File: config.mk
export PLATFORM = sky130hd
export DESIGN_NAME = addr_seq_ctrl
export DESIGN_NICKNAME = d
export VERILOG_FILES = /design/src/rtl/addr_seq_ctrl.sv
export SDC_FILE = /design/constraint.sdc
export NUM_CORES = 1
export LEC_CHECK = 0
export BUFFER_PORTS_ARGS = -buffer_cell sky130_fd_sc_hd__buf_2
export CAP_MARGIN = 5
export CORE_MARGIN = 5
export CORE_UTILIZATION = 45
export DETAILED_ROUTE_END_ITERATION = 8
export PLACE_DENSITY = 0.7
export SLEW_MARGIN = 15
export SYNTH_ARGS = -nofsm -noshare
export SYNTH_HDL_FRONTEND = slang
export SYNTH_SLANG_ARGS = --single-unit
File: constraint.sdc
create_clock -name clk -period 2.64 [get_ports clk]
set_input_delay 0.528 -clock clk [delete_from_list [all_inputs] [get_ports clk]]
set_output_delay 0.528 -clock clk [all_outputs]
set_load 0.02 [all_outputs]
File: src/rtl/addr_seq_ctrl.sv
// addr_seq_ctrl: sequences address-selector serial numbers through FEED/DRAIN per tile of a job.
module addr_seq_ctrl #(
    parameter int ARRAY_SIZE   = 8,
    parameter int QUEUE_SIZE   = 4,
    parameter int QUEUE_COUNT  = (ARRAY_SIZE + 3) / 4,
    parameter int FEED_LEN     = 98,
    parameter int DRAIN_CYCLES = 16,
    parameter int IDLE_SERIAL  = 127
) (
    input  logic       clk,
    input  logic       srstn,
    input  logic       start,
    input  logic [7:0] tile_num,
    input  logic       stall,
    output logic [6:0] addr_serial_num,
    output logic       addr_valid,
    output logic       busy,
    output logic [7:0] tile_idx,
    output logic       tile_done,
    output logic       done
);
    localparam int LAST_SERIAL = FEED_LEN + (QUEUE_COUNT - 1) * QUEUE_SIZE;
    localparam logic [6:0] LAST_S = 7'(LAST_SERIAL);
    localparam logic [6:0] IDLE_S = 7'(IDLE_SERIAL);
    localparam logic [7:0] DRAIN_LAST = 8'(DRAIN_CYCLES - 1);

    typedef enum logic [1:0] {IDLE, FEED, DRAIN, DONE} state_t;

    state_t     state_q;
    logic [6:0] serial_q;
    logic       valid_q, busy_q, tile_done_q, done_q;
    logic [7:0] idx_q, tiles_q, drain_q;

    always_ff @(posedge clk) begin
        if (!srstn) begin
            state_q     <= IDLE;
            serial_q    <= IDLE_S;
            valid_q     <= 1'b0;
            busy_q      <= 1'b0;
            idx_q       <= 8'd0;
            tiles_q     <= 8'd0;
            drain_q     <= 8'd0;
            tile_done_q <= 1'b0;
            done_q      <= 1'b0;
        end else begin
            tile_done_q <= 1'b0;
            done_q      <= 1'b0;
            case (state_q)
                IDLE: if (start) begin
                    if (tile_num == 8'd0) begin
                        state_q <= DONE;
                        done_q  <= 1'b1;
                    end else begin
                        state_q  <= FEED;
                        tiles_q  <= tile_num;
                        idx_q    <= 8'd0;
                        serial_q <= 7'd0;
                        valid_q  <= 1'b1;
                        busy_q   <= 1'b1;
                    end
                end
                FEED: if (stall) begin
                    valid_q <= 1'b0;
                end else if (serial_q == LAST_S) begin
                    state_q  <= DRAIN;
                    serial_q <= IDLE_S;
                    valid_q  <= 1'b0;
                    drain_q  <= 8'd0;
                end else begin
                    serial_q <= serial_q + 7'd1;
                    valid_q  <= 1'b1;
                end
                // stall is deliberately ignored while the array flushes
                DRAIN: if (drain_q == DRAIN_LAST) begin
                    tile_done_q <= 1'b1;
                    drain_q     <= 8'd0;
                    if (idx_q == tiles_q - 8'd1) begin
                        state_q <= DONE;
                        done_q  <= 1'b1;
                        busy_q  <= 1'b0;
                    end else begin
                        state_q  <= FEED;
                        idx_q    <= idx_q + 8'd1;
                        serial_q <= 7'd0;
                        valid_q  <= 1'b1;
                    end
                end else begin
                    drain_q <= drain_q + 8'd1;
                end
                default: state_q <= IDLE;
            endcase
        end
    end

    assign addr_serial_num = serial_q;
    assign addr_valid      = valid_q;
    assign busy            = busy_q;
    assign tile_idx        = idx_q;
    assign tile_done       = tile_done_q;
    assign done            = done_q;
endmodule

==> metrics.yaml, run 1 <==
status:
  status: "completed"
yosys:
  ys_ff_latch: 37
  synth_top_area_share: 0.339
  synthTopCellsByArea: "dfxtp_1 (34%), nand2_1 (5.5%), xnor2_1 (4.0%), nor2b_1 (3.7%), nand3_1 (3.4%)"
  synth_cells: 270
  synth_area_per_cell_um2: 8.10
  synth_edf_count: 0
  synth_cell_types: 52
  async_flop_share: 0
  synthFlopType: "dfxtp_1"
  syn_area_mm2: 0.00219
  yosys.area.top_type: "dfxtp_1"
  yosysWarnings: 0
  ys_seq_area_frac: 0.339
  syn_nets: 287
grt:
  antenna_found_initial: 0
  grt-busiest-layer: "met2"
  grt_util_met1: 0.209
  met2_usage: 0.278
  grt_max_degree: 25
  track_usage: 0.169
  grt_pass1_vias: 1910
  gr-usage-met3: 0.0497
  grt_overflow: 0
  grt_pass1_wl_mm: 8.56
critical_path:
  crit_required_ns: 2.85
  cp-start-kind: "flop"
  end_kind: "flop"
  cp.arrival_ns: 2.62
  worstPathMaxFanout: 9
  rrSetupSlack_ns: 0.23
  crit_type: "flop to flop"
detailed_routing:
  drtIter0Drc: 119
  firstDrtPassIters: 5
  wl_mm: 5.18
  drc: 0
  vias: 2099
  avgViaCountPerCell: 5.66
  avgRoutedWirePerCell_um: 14.0
  ant_nets: 0
floorplanning:
  core_area_mm2: 0.00472
  rows: 25
  io_pins: 31
  initial_core_util: 0.463
  die_w_um: 79.7
  fp.dieArea_mm2: 0.00635
  die_h_um: 79.7
power_and_ir_drop:
  power_leakage_nw: 1.03
  clkPwrFrac: 0.312
  p_per_area_mw_per_mm2: 487
  switching_share: 0.298
  p_int_mw: 0.859
  peakVddDrop_uv: 309
  p_comb_frac: 0.184
  p_switching_mw: 0.365
  power_frac_seq: 0.504
sta:
  worstMarginPinSlew_ns: 0.572
  hold_viol: 0
  relSlewSlack: 0.618
  setup_viol_count_final: 0
  maxSlewViolCount: 0
  setup_ws_ns: 0.232
  setup_tns_ns: 0
  fmax_mhz: 415
  skew_ns: 0.00949
  rsz0062_at_grt: "no"
  fin_crit_sh: 0.912
  fin_crit_ns: 2.41
finish:
  multi_input_comb_area_mm2: 0.00135
  fillers: 471
  nNetsFinal: 320
  final-seq-area_um2: 741
  final_layout_size_suffix_gt1_frac: 0.184
  fin_area_mm2: 0.00251
  antenna_cells: 0
  areaGrowthSynthToFinish_pct: 15.0
clock_network:
  insertion_delay_ns: 0.29
  cts_tree: "done"
  cts_root_buf: "clkbuf_8"
  cts.sink_count: 37
  path_clk_slew_ns: 0.08
  cts_buffer_depth: 2
  numCtsBuffers: 5
  cts_setup_buffers: 0
  h-tree-depth: 2
hold_path:
  hold_class: "flop to flop"
placed_design:
  postPlaceCellArea_mm2: 0.00243
  port_buffers: 30
  hpwlAfterDp_mm: 3.76
  pre_cts_ws_ns: 0.232
  gp_congestion: 0.844
job:
  cap_violations: 0
[synth_stat cells (all sizes together), types with 3 or more instances]
library cell  count
o21ai             9
clkbuf           12
o21a              3
nor2             19
a32oi             4
mux2i             5
xnor2            10
nor2b            13
nand4             5
nand2            32
and2              3
o221ai            4
nand3            15
inv               9
dfxtp            37
a21oi             9
nand2b            6
nor3              6
xor2              5
a31oi             5
o211ai            3
ha                5
nor4              6
and3              6
or2               4
a21boi            9
[final timing paths]
path | from | endpoint | depth (start not counted)
min | busy | busy | 2
min reg2reg | busy | busy | 2
max reg2reg | tiles_q[0] | addr_serial_num[3] | 8
max | tiles_q[0] | addr_serial_num[3] | 8
[layout by cell type (no fill, tap or decap), types with 3 or more instances in the layout]
cell	n
a21boi_0	8
a21oi_1	8
a31oi_1	5
a32oi_1	4
and3_1	6
buf_2	30
buf_4	10
clkbuf_8	5
dfxtp_1	37
ha_1	5
inv_1	9
mux2i_1	5
nand2_1	32
nand2b_1	6
nand3_1	15
nand4_1	5
nor2_1	19
nor2b_1	13
nor3_1	6
nor4_1	4
o211ai_1	3
o21a_1	3
o21ai_0	9
o221ai_1	4
or2_2	4
xnor2_1	10
xor2_1	5
[per-layer routing]
layer  up-vias  share of wire
li1       1049              -
met4         0          0.010
met2        70           0.48
met3         7          0.067
met1       973           0.45
met5         -              0
[registers in the layout (all words and copies together) (netlist names)]
signal	flops
tiles_q	8
state_q	2
addr_serial_num	7
drain_q	8
done	1
tile_idx	8
addr_valid	1
busy	1
tile_done	1
[area by class of cell]
type | count | share of cell area
Timing Repair Buffer | 40 | 0.0896
Clock buffer | 6 | 0.0289
Sequential cell | 37 | 0.295
Clock inverter | 2 | 0.00398
Multi-Input combinational cell | 210 | 0.536
Inverter | 9 | 0.0134
Tap cell | 67 | 0.0333
[critical path, cell delays in order, from the launching register on]
cell and delay [ns]:
dfxtp_1 0.45, inv_1 0.07, ha_1 0.29, nor2b_1 0.16
or3_1 0.35, a31oi_1 0.24, o211a_2 0.37, a21oi_2 0.15
a32oi_1 0.24
[power by group through the flow]
| stage | sequential, mW | combinational, mW | clock (mW) |
|---|---|---|---|
| finish | 0.617 | 0.225 | 0.382 |
| global route | 0.622 | 0.249 | 0.430 |
| CTS | 0.617 | 0.224 | 0.396 |
| detailed placement | 0.630 | 0.222 | 0 |
| global placement | 0.630 | 0.220 | 0 |
| floorplan | 0.639 | 0.144 | 0 |
[kinds of logic after synthesis]
| group | count (synthesis) | synth area share |
|---|---|---|
| fa+ha+maj | 5 | 0.0286 |
| simple gates | 120 | 0.287 |
| flops | 37 | 0.339 |
| compound gates | 65 | 0.218 |
| buf+inv | 23 | 0.0446 |
| mux | 5 | 0.0229 |
| xor+xnor | 15 | 0.0601 |
[through the flow]
| stage | hold slack, ns | power [mW] | instances | utilization |
|---|---|---|---|---|
| after floorplan | 0.471 | 0.783 | 270 | - |
| after global placement | 0.474 | 0.849 | 363 | 0.515 |
| after detailed placement | 0.475 | 0.852 | 363 | 0.515 |
| after CTS | 0.486 | 1.24 | 371 | 0.532 |
| after global routing | 0.495 | 1.30 | 371 | 0.532 |
| final | 0.478 | 1.22 | 371 | 0.532 |
[what timing repair did]
action / in CTS / in global routing
hold buffers: 0 / 0
setup endpoints to repair: 0 / 1
resized for setup: 0 / 1
No activity file was read; power rests on OpenSTA's default activity.
==> run 2, diff against run 1 <==
--- a/config.mk
+++ b/config.mk
@@ -9,6 +9,8 @@
 export CAP_MARGIN = 5
 export CORE_MARGIN = 5
 export CORE_UTILIZATION = 45
+export CTS_BUF_LIST = sky130_fd_sc_hd__clkbuf_4 sky130_fd_sc_hd__clkbuf_8
+export CTS_CLUSTER_DIAMETER = 120
 export DETAILED_ROUTE_END_ITERATION = 8
 export PLACE_DENSITY = 0.7
 export SLEW_MARGIN = 15
==> metrics.yaml, run 2 (synthesis results as in run 1) <==
power_and_ir_drop:
  power_frac_seq: 0.500
  power_leakage_nw: 1.03
  power_mw: 1.23
  peakVddDrop_uv: 309
  p_int_mw: 0.869
  p_comb_frac: 0.182
  clkPwrFrac: 0.318
  switching_share: 0.296
  p_per_area_mw_per_mm2: 490
  p_switching_mw: 0.365
sta:
  maxSlewViolCount: 0
  rsz0062_at_grt: "no"
  worstMarginPinSlew_ns: 0.572
  setup_viol_count_final: 0
  fmax_mhz: 415
  holdWs_ns: 0.478
  relSlewSlack: 0.618
  hold_viol: 0
  setup_tns_ns: 0
  fin_crit_ns: 2.41
  skew_ns: 0.00929
  fin_crit_sh: 0.912
floorplanning:
  rows: 25
  io_pins: 31
  core_area_mm2: 0.00472
  die_w_um: 79.7
  fp.dieArea_mm2: 0.00635
  die_h_um: 79.7
  initial_core_util: 0.463
placed_design:
  hpwlAfterDp_mm: 3.76
  gp_congestion: 0.844
  port_buffers: 30
finish:
  final-seq-area_um2: 741
  fillers: 471
  final_layout_size_suffix_gt1_frac: 0.188
  antenna_cells: 0
  areaGrowthSynthToFinish_pct: 15.2
  final_cell_mix: "dfxtp_1 (37), nand2_1 (32), buf_2 (30), nor2_1 (19), nand3_1 (15)"
  multi_input_comb_area_mm2: 0.00135
  nNetsFinal: 320
  final_common_cell: "dfxtp_1"
critical_path:
  reg2regPathDepth: 8
  cp-start-kind: "flop"
  cp.arrival_ns: 2.62
  r2r-end: "addr_serial_num[3]"
  crit_required_ns: 2.85
  rrSetupSlack_ns: 0.23
  end_kind: "flop"
  critPathLaunch: "tiles_q[0]"
  crit_type: "flop to flop"
  critPathCapture: "addr_serial_num[3]"
  timing.rr.start: "tiles_q[0]"
  worstPathMaxFanout: 9
clock_network:
  cts_root_buf: "clkbuf_8"
  numCtsBuffers: 5
  cts_setup_buffers: 0
  ctsResizeCount: 0
  cts_buffer_depth: 2
  hold_buffers: 0
  cts_tree: "done"
  cts.sink_count: 37
  insertion_delay_ns: 0.29
  h-tree-depth: 2
  path_clk_slew_ns: 0.08
status:
  status: "completed"
detailed_routing:
  ant_nets: 0
  drtIter0Drc: 118
  vias: 2109
  avgViaCountPerCell: 5.68
  avgRoutedWirePerCell_um: 14.0
  firstDrtPassIters: 5
  wl_mm: 5.19
  drc: 0
grt:
  grt_pass1_wl_mm: 8.56
  grt-busiest-layer: "met2"
  grt_overflow: 0
  grt_max_degree: 25
  grt_util_met1: 0.209
  met2_usage: 0.278
  antenna_found_initial: 0
  grt_pass1_vias: 1910
  gr-usage-met3: 0.0497
  track_usage: 0.169
hold_path:
  hold_class: "flop to flop"
job:
  cap_violations: 0
[run 2: cell count changes in the layout (fill, tap and decap cells not counted)]
cell      change
clkbuf_1      -1
clkbuf_4      +1
[run 2: worst min path at each step]
| stage | startpoint | to | slack, ns | depth (start not counted) |
|---|---|---|---|---|
| 2_1_floorplan | drain_q[7] | drain_q[7] | 0.47 | 2 |
| 6_report | busy | busy | 0.48 | 2 |
| 4_1_cts | busy | busy | 0.49 | 2 |
| 3_3_place_gp | busy | busy | 0.47 | 2 |
| 3_5_place_dp | busy | busy | 0.47 | 2 |
| 5_1_grt | tile_num[6] | tiles_q[6] | 0.49 | 3 |
[run 2: routing by layer]
layer | routed length [um] | vias to the layer above
met1 | 2310 | 973
met5 | 0 | -
met4 | 59 | 0
met3 | 363 | 9
li1 | - | 1049
met2 | 2460 | 78
[run 2: final cells by class]
cell class / count / share of cell area
clock buffer: 6 / 0.0303
inverter: 9 / 0.0134
timing repair buffer: 40 / 0.0895
tap: 67 / 0.0333
sequential: 37 / 0.294
clock inverter: 2 / 0.00398
multi-input combinational: 210 / 0.535
[run 2: critical path, cell delays in order (launching register included)]
cell,delay (ns)
dfxtp_1,0.45
inv_1,0.07
ha_1,0.29
nor2b_1,0.16
or3_1,0.35
a31oi_1,0.24
o211a_2,0.37
a21oi_2,0.15
a32oi_1,0.24
[run 2: power groups by stage]
stage                     Sequential, mW  Clock, mW  Combinational, mW
after floorplan                    0.639          0              0.144
after global placement             0.630          0              0.220
after detailed placement           0.630          0              0.222
after CTS                          0.617      0.407              0.224
after global routing               0.622      0.440              0.249
final                              0.617      0.392              0.225
[run 2: per-stage QoR]
step	area (um^2)	std cells	utilization	setup WS, ns
2_1_floorplan	2190	270	-	0.369
3_3_place_gp	2430	363	0.515	0.285
3_5_place_dp	2430	363	0.515	0.232
4_1_cts	2520	371	0.533	0.187
5_1_grt	2520	371	0.533	0.0443
6_report	2520	371	0.533	0.232
==> run 3, diff against run 2 <==
--- a/config.mk
+++ b/config.mk
@@ -13,6 +13,7 @@
 export CTS_CLUSTER_DIAMETER = 120
 export DETAILED_ROUTE_END_ITERATION = 8
 export PLACE_DENSITY = 0.7
+export SETUP_SLACK_MARGIN = 0.5
 export SLEW_MARGIN = 15
 export SYNTH_ARGS = -nofsm -noshare
 export SYNTH_HDL_FRONTEND = slang
==> metrics.yaml, run 3 (synthesis results as in run 1) <==
critical_path:
  end_kind: "flop"
  crit_required_ns: 2.82
  r2r-end: "tile_idx[3]"
  cp.arrival_ns: 2.33
  critPathMaxStageDelay_ns: 0.37
  crit_type: "flop to flop"
  cpMaxStageDelayCell: "nor4_4"
  worstPathCellList: "nor4_4 -> a211oi_2 -> a311o_1 -> o211ai_1 -> buf_4 -> buf_4 -> a31oi_1 -> a41o_1"
  worstPathMaxFanout: 7
  crit_top_cell: "buf_4"
  cp-start-kind: "flop"
  rrSetupSlack_ns: 0.49
  reg2regPathDepth: 8
  timing.rr.start: "tiles_q[3]"
grt:
  grt_pass1_wl_mm: 8.61
  grt_pass1_vias: 1894
  met2_usage: 0.270
  antenna_found_initial: 0
  grt-busiest-layer: "met2"
  track_usage: 0.168
  gr-usage-met3: 0.0384
  grt_overflow: 0
  grt_util_met1: 0.222
  grt_max_degree: 25
clock_network:
  numCtsBuffers: 5
  cts_root_buf: "clkbuf_8"
  path_clk_slew_ns: 0.07
  insertion_delay_ns: 0.28
  hold_buffers: 0
  cts_buffer_depth: 2
  h-tree-depth: 2
  cts.sink_count: 37
  cts_tree: "done"
sta:
  fin_crit_sh: 0.813
  setup_viol_count_final: 0
  maxSlewViolCount: 0
  skew_ns: 0.00438
  hold_viol: 0
  holdWs_ns: 0.474
  worstMarginPinSlew_ns: 0.528
  fin_crit_ns: 2.15
  relSlewSlack: 0.644
  setup_tns_ns: 0
  rsz0062_at_grt: "yes"
  setup_ws_ns: 0.493
  fmax_mhz: 466
hold_path:
  hold_class: "flop to flop"
  hold-path-endpoint: "busy"
  hold_path_startpoint: "busy"
  min_path_cells: 2
power_and_ir_drop:
  p_switching_mw: 0.362
  power_leakage_nw: 1.06
  p_per_area_mw_per_mm2: 460
  p_comb_frac: 0.206
  clkPwrFrac: 0.291
  power_frac_seq: 0.503
  p_int_mw: 0.865
  power_mw: 1.23
  peakVddDrop_uv: 363
  switching_share: 0.295
finish:
  antenna_cells: 0
  fin_area_mm2: 0.00267
  stdcell_count: 374
  nNetsFinal: 325
  final_layout_size_suffix_gt1_frac: 0.248
  final_common_cell: "dfxtp_1"
  final_cell_mix: "dfxtp_1 (34), nand2_1 (32), buf_2 (31), nor2_1 (17), nand3_1 (15)"
  fillers: 430
  fin_util: 0.565
  areaGrowthSynthToFinish_pct: 22.1
floorplanning:
  die_h_um: 79.7
  rows: 25
  die_w_um: 79.7
  core_area_mm2: 0.00472
  initial_core_util: 0.463
  io_pins: 31
  fp.dieArea_mm2: 0.00635
detailed_routing:
  firstDrtPassIters: 4
  wl_mm: 5.18
  avgRoutedWirePerCell_um: 13.9
  ant_nets: 0
  vias: 2053
  drc: 0
  drtIter0Drc: 92
  avgViaCountPerCell: 5.49
placed_design:
  hpwlAfterDp_mm: 3.74
  pre_cts_ws_ns: 0.298
  dp_cells: 361
  postPlaceCellArea_mm2: 0.00243
  port_buffers: 30
  gp_congestion: 0.830
status:
  status: "completed"
job:
  cap_violations: 0
==> run 3: power groups by stage <==
stage	Clock (mW)	Combinational [mW]	Sequential (mW)
6_report	0.358	0.253	0.617
3_5_place_dp	0	0.224	0.629
5_1_grt	0.393	0.279	0.620
2_1_floorplan	0	0.148	0.639
4_1_cts	0.365	0.231	0.617
3_3_place_gp	0	0.225	0.629
==> run 3: what timing repair did <==
item	in CTS	in global routing
buffers inserted	2	4
pin swaps	3	3
resized for setup	10	18
setup endpoints to repair	17	20
cloned	0	1
==> run 3: final cells by class <==
| cell class | count | area, um^2 | area share |
|---|---|---|---|
| well taps | 67 | 83.8 | 0.0314 |
| clock buffers | 5 | 68.8 | 0.0258 |
| multi-input cells | 210 | 1460 | 0.548 |
| inverters | 9 | 33.8 | 0.0127 |
| flip-flops and latches | 37 | 752 | 0.282 |
| clock inverters | 1 | 5.00 | 0.00188 |
| repair buffers | 45 | 264 | 0.0989 |
==> run 3: layer usage <==
layer,share of wire,routed length (um),vias to the layer above
met5,0,0,-
met4,0.0083,43,0
met3,0.048,247,4
met2,0.49,2540,47
met1,0.45,2360,954
li1,-,-,1048
==> run 3: critical path, delay by kind of cell (launching register included) <==
| kind | cells | cell delay (ns) |
|---|---|---|
| compound gates | 5 | 0.96 |
| flops | 1 | 0.36 |
| buf+inv | 2 | 0.34 |
| simple gates | 1 | 0.37 |
==> run 3: worst max-delay path by stage <==
stage	startpoint	endpoint	slack, ns	cells after the start
after floorplan	tiles_q[0]	addr_serial_num[6]	0.52	10
after global placement	tile_num[0]	addr_serial_num[4]	0.35	7
after detailed placement	tiles_q[0]	addr_serial_num[5]	0.30	8
after CTS	tiles_q[1]	addr_serial_num[4]	0.47	9
after global routing	tiles_q[1]	addr_serial_num[4]	0.40	9
final	tiles_q[3]	tile_idx[3]	0.49	8
